==> config.mk <==
export PLATFORM = sky130hd
export DESIGN_NAME = mini_micro_mc
export DESIGN_NICKNAME = d
export VERILOG_FILES = /design/src/rtl/mini_micro_mc.sv
export SDC_FILE = /design/constraint.sdc
export NUM_CORES = 2
export LEC_CHECK = 0
export CAP_MARGIN = 10
export CELL_PAD_IN_SITES_DETAIL_PLACEMENT = 2
export CELL_PAD_IN_SITES_GLOBAL_PLACEMENT = 2
export CORE_AREA = 2 2 411 413
export DETAILED_ROUTE_END_ITERATION = 7
export DIE_AREA = 0 0 413 415
export PLACE_DENSITY_LB_ADDON = 0.25
export SYNTH_ARGS = -nofsm -noshare
export SYNTH_HDL_FRONTEND = slang
export SYNTH_SLANG_ARGS = --single-unit
==> constraint.sdc <==
create_clock -name clk -period 14.5 [get_ports clk]
set_input_delay 2.9 -clock clk [delete_from_list [all_inputs] [get_ports clk]]
set_output_delay 2.9 -clock clk [all_outputs]
set_load 0.02 [all_outputs]
==> src/rtl/mini_micro_mc.sv <==
// Multi-cycle mini micro core: fetches 32-bit instructions over a req/valid
// handshake and executes them against a register file with NZCV flags.
module mini_micro_mc #(
   parameter int DATA_W = 32,
   parameter int REG_AW = 4,
   parameter int PC_W   = 16,
   parameter int CNT_W  = 32
) (
   input  logic              clk,
   input  logic              rst,
   output logic              imem_req,
   output logic [PC_W-1:0]   imem_addr,
   input  logic              imem_valid,
   input  logic [31:0]       imem_rdata,
   output logic [PC_W-1:0]   pc,
   output logic [3:0]        flags,
   output logic              halted,
   output logic              illegal,
   output logic [CNT_W-1:0]  retired,
   input  logic [REG_AW-1:0] dbg_addr,
   output logic [DATA_W-1:0] dbg_data
);

   localparam int NREG  = 1 << REG_AW;
   localparam int SH_W  = $clog2(DATA_W);
   localparam int H_MSB = (DATA_W >= 16) ? 15 : DATA_W - 1;
   localparam int LDI_W = (DATA_W < 18) ? DATA_W : 18;

   typedef enum logic [1:0] {
      ST_FETCH = 2'd0,
      ST_EXEC  = 2'd1,
      ST_HALT  = 2'd2
   } state_t;

   state_t              state_r, state_nx_s;
   logic                imem_req_r;
   logic [31:0]         instr_r;
   logic [PC_W-1:0]     pc_r;
   logic [3:0]          flags_r, flags_nx_s;
   logic [CNT_W-1:0]    retired_r;
   logic                halted_r, illegal_r;
   logic [DATA_W-1:0]   regs_r [NREG];

   logic [4:0]          op_s;
   logic [REG_AW-1:0]   rd_s, rs1_s, rs2_s;
   logic [DATA_W-1:0]   a_s, b_s, add_b_s, res_s;
   logic [DATA_W:0]     sum_s;
   logic [SH_W-1:0]     sh_s, rol_amt_s;
   logic                sub_op_s, cin_s, ovf_s, wr_en_s, nz_en_s, c_nx_s, v_nx_s, illegal_op_s;

   // Next-state logic of the fetch/execute/halt sequencer
   always_comb begin
      state_nx_s = state_r;
      case (state_r)
         ST_FETCH: begin
            if (imem_req_r && imem_valid) state_nx_s = ST_EXEC;
            else                          state_nx_s = ST_FETCH;
         end
         ST_EXEC: begin
            if (op_s == 5'd31) state_nx_s = ST_HALT;
            else               state_nx_s = ST_FETCH;
         end
         ST_HALT:  state_nx_s = ST_HALT;
         default:  state_nx_s = ST_FETCH;
      endcase
   end

   // Operand read and a single shared adder for ADD/ADC/SUB/SBC/CMP
   always_comb begin
      op_s      = instr_r[31:27];
      rd_s      = instr_r[18 +: REG_AW];
      rs1_s     = instr_r[9 +: REG_AW];
      rs2_s     = instr_r[0 +: REG_AW];
      a_s       = regs_r[rs1_s];
      b_s       = regs_r[rs2_s];
      sh_s      = b_s[SH_W-1:0];
      rol_amt_s = {SH_W{1'b0}} - sh_s;
      sub_op_s  = (op_s == 5'd7) || (op_s == 5'd8) || (op_s == 5'd18);
      add_b_s   = sub_op_s ? ~b_s : b_s;
      case (op_s)
         5'd5, 5'd7:  cin_s = flags_r[1];
         5'd8, 5'd18: cin_s = 1'b1;
         default:     cin_s = 1'b0;
      endcase
      sum_s = {1'b0, a_s} + {1'b0, add_b_s} + {{DATA_W{1'b0}}, cin_s};
      ovf_s = (a_s[DATA_W-1] == add_b_s[DATA_W-1]) && (sum_s[DATA_W-1] != a_s[DATA_W-1]);
      illegal_op_s = (op_s >= 5'd20) && (op_s <= 5'd30);
   end

   // Result mux and flag computation
   always_comb begin
      res_s   = {DATA_W{1'b0}};
      wr_en_s = 1'b0;
      nz_en_s = 1'b0;
      c_nx_s  = flags_r[1];
      v_nx_s  = flags_r[0];
      case (op_s)
         5'd1:  begin res_s = a_s & b_s; wr_en_s = 1'b1; nz_en_s = 1'b1; end
         5'd2:  begin res_s = a_s | b_s; wr_en_s = 1'b1; nz_en_s = 1'b1; end
         5'd3:  begin res_s = ~a_s;      wr_en_s = 1'b1; nz_en_s = 1'b1; end
         5'd4:  begin res_s = a_s ^ b_s; wr_en_s = 1'b1; nz_en_s = 1'b1; end
         5'd5, 5'd6, 5'd7, 5'd8, 5'd18: begin
            res_s   = sum_s[DATA_W-1:0];
            wr_en_s = (op_s != 5'd18);
            nz_en_s = 1'b1;
            c_nx_s  = sum_s[DATA_W];
            v_nx_s  = ovf_s;
         end
         5'd9:  begin res_s = a_s * b_s; wr_en_s = 1'b1; nz_en_s = 1'b1; end
         5'd10, 5'd12, 5'd13: begin
            case (op_s)
               5'd10:   res_s = a_s >> sh_s;
               5'd12:   res_s = DATA_W'($signed(a_s) >>> sh_s);
               default: res_s = (a_s >> sh_s) | (a_s << rol_amt_s);
            endcase
            wr_en_s = 1'b1;
            nz_en_s = 1'b1;
            // Right shifts all drop bit sh-1 last
            if (sh_s != {SH_W{1'b0}}) c_nx_s = a_s[sh_s - 1'b1];
            else                      c_nx_s = flags_r[1];
         end
         5'd11: begin
            res_s   = a_s << sh_s;
            wr_en_s = 1'b1;
            nz_en_s = 1'b1;
            if (sh_s != {SH_W{1'b0}}) c_nx_s = a_s[rol_amt_s];
            else                      c_nx_s = flags_r[1];
         end
         5'd14: begin res_s = DATA_W'(a_s[7:0]);              wr_en_s = 1'b1; nz_en_s = 1'b1; end
         5'd15: begin res_s = DATA_W'(a_s[H_MSB:0]);          wr_en_s = 1'b1; nz_en_s = 1'b1; end
         5'd16: begin res_s = DATA_W'($signed(a_s[7:0]));     wr_en_s = 1'b1; nz_en_s = 1'b1; end
         5'd17: begin res_s = DATA_W'($signed(a_s[H_MSB:0])); wr_en_s = 1'b1; nz_en_s = 1'b1; end
         5'd19: begin res_s = DATA_W'(instr_r[LDI_W-1:0]);    wr_en_s = 1'b1; end
         default: begin res_s = {DATA_W{1'b0}}; wr_en_s = 1'b0; end
      endcase
      if (nz_en_s) flags_nx_s = {res_s[DATA_W-1], (res_s == {DATA_W{1'b0}}), c_nx_s, v_nx_s};
      else         flags_nx_s = {flags_r[3:2], c_nx_s, v_nx_s};
   end

   // Architectural state: sequencer, fetch latch, register file, counters
   always_ff @(posedge clk or negedge rst) begin
      if (!rst) begin
         state_r    <= ST_FETCH;
         imem_req_r <= 1'b0;
         instr_r    <= 32'd0;
         pc_r       <= {PC_W{1'b0}};
         flags_r    <= 4'd0;
         retired_r  <= {CNT_W{1'b0}};
         halted_r   <= 1'b0;
         illegal_r  <= 1'b0;
         for (int i = 0; i < NREG; i++) regs_r[i] <= {DATA_W{1'b0}};
      end else begin
         state_r    <= state_nx_s;
         imem_req_r <= (state_nx_s == ST_FETCH);
         if (state_r == ST_FETCH && imem_req_r && imem_valid) instr_r <= imem_rdata;
         if (state_r == ST_EXEC) begin
            retired_r <= retired_r + {{(CNT_W-1){1'b0}}, 1'b1};
            flags_r   <= flags_nx_s;
            if (wr_en_s)      regs_r[rd_s] <= res_s;
            if (illegal_op_s) illegal_r <= 1'b1;
            if (op_s == 5'd31) halted_r <= 1'b1;
            else               pc_r <= pc_r + {{(PC_W-1){1'b0}}, 1'b1};
         end
      end
   end

   assign imem_req  = imem_req_r;
   assign imem_addr = pc_r;
   assign pc        = pc_r;
   assign flags     = flags_r;
   assign halted    = halted_r;
   assign illegal   = illegal_r;
   assign retired   = retired_r;
   assign dbg_data  = regs_r[dbg_addr];

endmodule

After elaboration in Yosys (flattened, before gate mapping)
Index checks and enable logic that the tools add are counted.

Register bits after elaboration: 601. Input port bits: 39. Memories: 0. Output and inout port bits: 103. Bits in latches: 0. Memory bits (writable): 0. Memory bits (read-only): 0. Logic and storage cells: 133.

Div/mod/pow operators: 0. Shift operators: 4. Order comparisons: 9. Bitwise operators: 11. Mux-type cells: 29. $mul: 1. $add $sub $neg: 6. Reductions and logical operators: 23. Eq/ne operators: 25.

Operators with widths (count): bitwise mux 512 bit (1); case mux 32 bit (13 select lines) (1); binary-select mux 32 bit (select 4 bit) (3); 2-to-1 mux 32 bit (8); demux 32 bit (select 4 bit) (1); inverter 32 bit (2); bitwise OR 32 bit (2); case mux 32 bit (2 select lines) (1); << shifter 32 x 5 -> 32 bit (2); equality test 5 x 4 -> 1 bit, second input constant (8); adder 32 x 32 -> 33 bit (1); adder 33 x 1 -> 33 bit (1); adder 32 x 1 -> 32 bit, second input constant (1); bitwise AND 32 bit (1); logical NOT 32 bit (1); multiplier 32 x 32 -> 32 bit (1); right shift 32 x 5 -> 32 bit (1); >>> shifter 32 x 5 -> 32 bit (1); XOR 32 bit (1); equality test 5 bit, second input constant (5); >= comparator 5 bit, second input constant (5); equality test 5 x 3 -> 1 bit, second input constant (4); inverter 4 -> 5 bit (4); OR reduction 18 bit (1); other kinds (29) (51).

Depth between registers and ports, before layout
Depth after elaboration: 11. Depth in mapped cells: 41. Depth with buffers taken out: 34.

Worst setup path before layout
Ideal clock, no wire load.

Kind: register to register. Start: register instr_r[0]. End: register regs_r[345] (netlist bit). Stages on the path, launching flop included: 37. Path buffers: 8. Setup slack: 4.143 ns. Arrival: 10.220 ns. Period minus slack after synthesis: 10.357 ns. Setup time: 0.137 ns. Data required time: 14.363 ns. Cells stage by stage: dfrtp_1 -> buf_2 -> buf_6 -> buf_6 -> buf_4 -> buf_2 -> buf_2 -> mux4_2 -> mux2_2 -> o21ai_1 -> clkbuf_1 -> nor2_1 -> fa_1 -> fa_1 -> fa_1 -> inv_1 -> fa_1 -> inv_1 -> fa_1 -> inv_1 -> fa_1 -> inv_1 -> fa_1 -> fa_1 -> ha_1 -> a21o_1 -> a21oi_1 -> o21ai_0 -> a211oi_1 -> nor2_1 -> or3_1 -> a21oi_1 -> xor2_1 -> nor2_1 -> nor4_1 -> clkbuf_1 -> a21oi_1.

Longest elaborated chain between the ends: 10. Elaborated cells on any way between the ends: 21. Those cells by class: 3 x add/sub; 1 x mul; 4 x shift; 7 x mux; 6 x bitwise.

Ends and longest elaborated chain: start, declared (RTL line 37) `logic [31:0] instr_r;`; start signal, assigned (RTL line 155) `if (state_r == ST_FETCH && imem_req_r && imem_valid) instr_r <= imem_rdata;`; inverter 4 -> 5 bit (implied by the code) * (RTL line 75) `b_s = regs_r[rs2_s];`; binary-select mux 32 bit (select 4 bit) * (RTL line 75); 2-to-1 mux 32 bit (implied by the code) * (2 in a row) (RTL line 75); inverter 32 bit / subtractor 1 x 5 -> 5 bit (equally long branches) (RTL line 79, 77); 2-to-1 mux 32 bit / << shifter 32 x 5 -> 32 bit (equally long branches) (RTL line 79, 114); adder 32 x 32 -> 33 bit / bitwise OR 32 bit (equally long branches) (RTL line 85, 114); adder 33 x 1 -> 33 bit / case mux 32 bit (2 select lines) (equally long branches) (RTL line 85, 111); case mux 32 bit (13 select lines) * (RTL line 97) `case (op_s)`; bitwise mux 512 bit * (RTL line 159) `if (wr_en_s) regs_r[rd_s] <= res_s;`; end signal, assigned by index (RTL line 159); end, declared (RTL line 42) `logic [DATA_W-1:0] regs_r [NREG];`.

Mark *: on every way between the ends. The rest lies on a longest branch, timed or not. The select of a mux whose other input is x is not followed. A chain may end at the register's enable or synchronous reset.

Worst setup path after layout
Start: register instr_r[9]. End: register regs_r[413] (netlist bit).

Longest elaborated chain between the ends: 9. Elaborated cells on any way between the ends: 19. Those cells by class: 2 x add/sub; 1 x mul; 4 x shift; 6 x mux; 6 x bitwise.

Ends and longest elaborated chain: inverter 4 -> 5 bit (implied by the code) * (RTL line 74) `a_s = regs_r[rs1_s];`; binary-select mux 32 bit (select 4 bit) * (RTL line 74); 2-to-1 mux 32 bit (implied by the code) * (2 in a row) (RTL line 74); parallel branches: the longest is 3 deep, another holds multiplier 32 x 32 -> 32 bit; case mux 32 bit (13 select lines) * (RTL line 97); bitwise mux 512 bit * (RTL line 159).

Every way passes the cells marked *. The select of a mux whose other input is x is not followed.

==> impl_metrics.json <==
{
  "run_status": "complete, no violations",
  "layout_worst_path_cycle_share_pct": 88.04,
  "drt_iter0_drc": 4460,
  "tritoncts.num_buffers": 76,
  "drt_first_pass_iters": 6,
  "placedCellCount": 7769,
  "cp_data_arrival_time_ps": 13280,
  "starting_density_of_the_core_pct": 34.87,
  "fin_nets": 6317,
  "yosys-top-cells-area": "sky130_fd_sc_hd__dfrtp_1, sky130_fd_sc_hd__mux4_2, sky130_fd_sc_hd__fa_1, sky130_fd_sc_hd__nor2_1, sky130_fd_sc_hd__ha_1",
  "post_route_cells_drive_above_1_share_pct": 18.99,
  "ys_seq_area_share_pct": 25.67,
  "design.die.area_mm2": 0.1714,
  "ys.flop_type": "sky130_fd_sc_hd__dfrtp_1",
  "die_w_um": 413,
  "total_length_of_routed_wires_um": 274500,
  "number_of_global_route_vias_before_repair": 54730,
  "layout.cell_area.non_filler_mm2": 0.06506,
  "rsz0062_at_grt": "no",
  "routed_via_density": 6.297,
  "die_h_um": 415,
  "slowest_stage": "sky130_fd_sc_hd__nor3_2",
  "worst_ep_required_time_ps": 15010,
  "timing.max_cap.violations": 0,
  "tritoncts": "yes",
  "synth.yosys.warnings": 0,
  "place_congestion": 1.009,
  "setup_total_negative_slack_ps": 0,
  "worst_hold_path_type": "register to register",
  "relSlewSlack_pct": 15.64,
  "setup.worst_path.class": "register to register",
  "mapped_area_mm2": 0.05811,
  "netlist_instances": 5695,
  "hold_path_startpoint": "illegal$_DFFE_PN0P_",
  "core_region_area_mm2": 0.1667,
  "globalRoute.totalOverflow": 0,
  "post_drt_wl_per_cell_um": 34.69,
  "cts.clk_slew.worst_paths_ps": 60,
  "cts.sink_count": 596,
  "path_max_fanout": 38,
  "number_of_nets_still_failing_antenna_checks_after_routing": 0,
  "cts.htree.levels": 3,
  "max_slew.worst_pin.slew_ps": 1233,
  "crit-reg2reg-launch": "instr_r[9]$_DFFE_PN0P_",
  "num_vias": 49820,
  "crit_start": "instr_r[9]$_DFFE_PN0P_",
  "timing.hold.worst_path_depth": 1,
  "layout.area.seq_mm2": 0.01493,
  "cp-start-kind": "register",
  "final_max_slew_viol_count": 0,
  "yosys.area.top_type_share_pct": 25.67,
  "cts_hold_buf": 0,
  "crit_path_frequent_cell": "sky130_fd_sc_hd__fa_1",
  "multi_input_comb_area_mm2": 0.04011,
  "report.final.hold_viol_count": 0,
  "design.portCount": 142,
  "max_clock_skew_ps": 36.25,
  "netlist.top_cell.by_area": "sky130_fd_sc_hd__dfrtp_1",
  "achievable-frequency_mhz": 78.34,
  "clk_latency_ps": 710,
  "yosysUniqueCellTypes": 92,
  "timing.critical_path.to_type": "register",
  "synth_nets": 6367,
  "cts-resized-gates": 0,
  "io_buffer_count": 136,
  "setup_viol": 0,
  "drc_errors": 0,
  "syn2layout_area_growth_pct": 11.95,
  "ys_async_sr_fraction_pct": 100.0,
  "syn_area_per_cell_um2": 10.20,
  "cts_root_buffer": "sky130_fd_sc_hd__clkbuf_16",
  "postCtsSetupBuffers": 0,
  "grt_antenna_before_repair": 18,
  "core.rowCount": 150,
  "finish.cell_count_without_fillers": 7912,
  "synth_enable_flop_cells": 0,
  "synthesized_flop_and_latch_total": 596,
  "cts_max_path_buffers": 3,
  "fill_cells": 17570,
  "r2r.worst_path.cells": 30,
  "globalRouteTotalUtil_pct": 32.21,
  "dp_hpwl_um": 191900,
  "grt_first_pass_wirelength_um": 401000,
  "grt_max_degree": 138,
  "max_stage_delay_ps": 890,
  "final_critical_delay_including_setup_and_external_delays_ps": 12770,
  "post_dp_cell_area_mm2": 0.06230
}
==> area by class of cell <==
cell class,instances,share of cell area [%]
Tap cell,2204,4.239
Timing Repair Buffer,330,4.418
Sequential cell,596,22.96
Clock buffer,102,3.339
Clock inverter,34,0.8308
Antenna cell,5,0.01923
Multi-Input combinational cell,4200,61.65
Inverter,441,2.544
==> kinds of logic (layout without fill, tap and decap cells) <==
| logic type | after synthesis | after routing | synth area share [%] |
|---|---|---|---|
| buffers and inverters | 899 | 907 | 6.264 |
| XOR/XNOR | 181 | 181 | 2.741 |
| flip-flops | 596 | 596 | 25.67 |
| adder cells (fa/ha/maj) | 633 | 633 | 18.93 |
| other | 0 | 5 | 0 |
| AND/OR/NAND/NOR | 1548 | 1548 | 11.10 |
| AO/OA/AOI/OAI | 1058 | 1058 | 12.02 |
| multiplexers | 780 | 780 | 23.28 |
==> path summary, 6_finish.rpt <==
kind	to	slack (ps)
max	regs_r[413]$_DFFE_PN0P_	1730
min	illegal$_DFFE_PN0P_	470
max reg2reg	regs_r[413]$_DFFE_PN0P_	1730
min reg2reg	illegal$_DFFE_PN0P_	470
max in group asynchronous	regs_r[60]$_DFFE_PN0P_	9330
min in group asynchronous	retired[29]$_DFFE_PN0P_	2220
==> state kept, by name (all words and copies together) (netlist names) <==
signal	flops
instr_r	27
imem_req	1
retired	32
halted	1
regs_r	512
state_r	2
flags	4
illegal	1
imem_addr	16
==> worst max-delay path: cells and delay by family, from the launching register on <==
family                   cells  cell delay (ps)
adder cells (fa/ha/maj)      9             4490
buffers and inverters        5             2130
AND/OR/NAND/NOR              7             1650
AO/OA/AOI/OAI                8             2880
flip-flops                   1              710
multiplexers                 1              610
==> routing by layer <==
layer / global-route usage [%] / up-vias / wire [um]
met5: 0 / - / 62
met4: 15.04 / 10 / 14600
met3: 5.782 / 630 / 19950
met2: 50.26 / 2131 / 125600
met1: 43.33 / 27000 / 114200
li1: - / 20050 / -
==> Yosys cell counts, types with 45 or more instances <==
cell	n
sky130_fd_sc_hd__nor2_1	768
sky130_fd_sc_hd__mux4_2	436
sky130_fd_sc_hd__o22ai_1	56
sky130_fd_sc_hd__nand3_1	62
sky130_fd_sc_hd__a22oi_1	45
sky130_fd_sc_hd__ha_1	223
sky130_fd_sc_hd__mux2_2	194
sky130_fd_sc_hd__nand2_1	492
sky130_fd_sc_hd__xnor2_1	142
sky130_fd_sc_hd__mux2i_1	144
sky130_fd_sc_hd__a21oi_1	337
sky130_fd_sc_hd__clkbuf_1	304
sky130_fd_sc_hd__inv_1	419
sky130_fd_sc_hd__fa_1	410
sky130_fd_sc_hd__o21ai_0	251
sky130_fd_sc_hd__dfrtp_1	596
sky130_fd_sc_hd__nor3_1	59
sky130_fd_sc_hd__buf_1	71
==> metrics by stage <==
stage	util, %	setup slack (ps)	hold slack [ps]
finish	39.04	1734	473.9
global route	39.03	1214	515.0
CTS	39.01	1879	482.3
floorplan	-	4143	470.9
detailed placement	37.38	1937	465.2
global placement	37.38	2243	457.7
==> layout by cell type (no fill, tap or decap), types with 22 or more instances in the layout <==
cell,n
sky130_fd_sc_hd__nor2_1,754
sky130_fd_sc_hd__dfrtp_1,590
sky130_fd_sc_hd__nand2_1,490
sky130_fd_sc_hd__mux4_2,436
sky130_fd_sc_hd__inv_1,419
sky130_fd_sc_hd__fa_1,410
sky130_fd_sc_hd__a21oi_1,337
sky130_fd_sc_hd__o21ai_0,250
sky130_fd_sc_hd__ha_1,223
sky130_fd_sc_hd__mux2_2,194
sky130_fd_sc_hd__buf_4,190
sky130_fd_sc_hd__mux2i_1,144
sky130_fd_sc_hd__xnor2_1,142
sky130_fd_sc_hd__clkdlybuf4s50_1,131
sky130_fd_sc_hd__clkbuf_16,79
sky130_fd_sc_hd__nand3_1,61
sky130_fd_sc_hd__o22ai_1,56
sky130_fd_sc_hd__nor3_1,55
sky130_fd_sc_hd__a22oi_1,45
sky130_fd_sc_hd__xor2_1,38
sky130_fd_sc_hd__a22o_1,37
sky130_fd_sc_hd__o211ai_1,35
sky130_fd_sc_hd__a211oi_1,31
sky130_fd_sc_hd__a221oi_4,28
sky130_fd_sc_hd__nand2b_1,25
sky130_fd_sc_hd__and3_1,24
sky130_fd_sc_hd__a221oi_1,23
sky130_fd_sc_hd__a21o_1,22
Power is left out: the tool's default activity adds up to more than one toggle a clock period on the data nets, which glitch-free logic cannot reach.
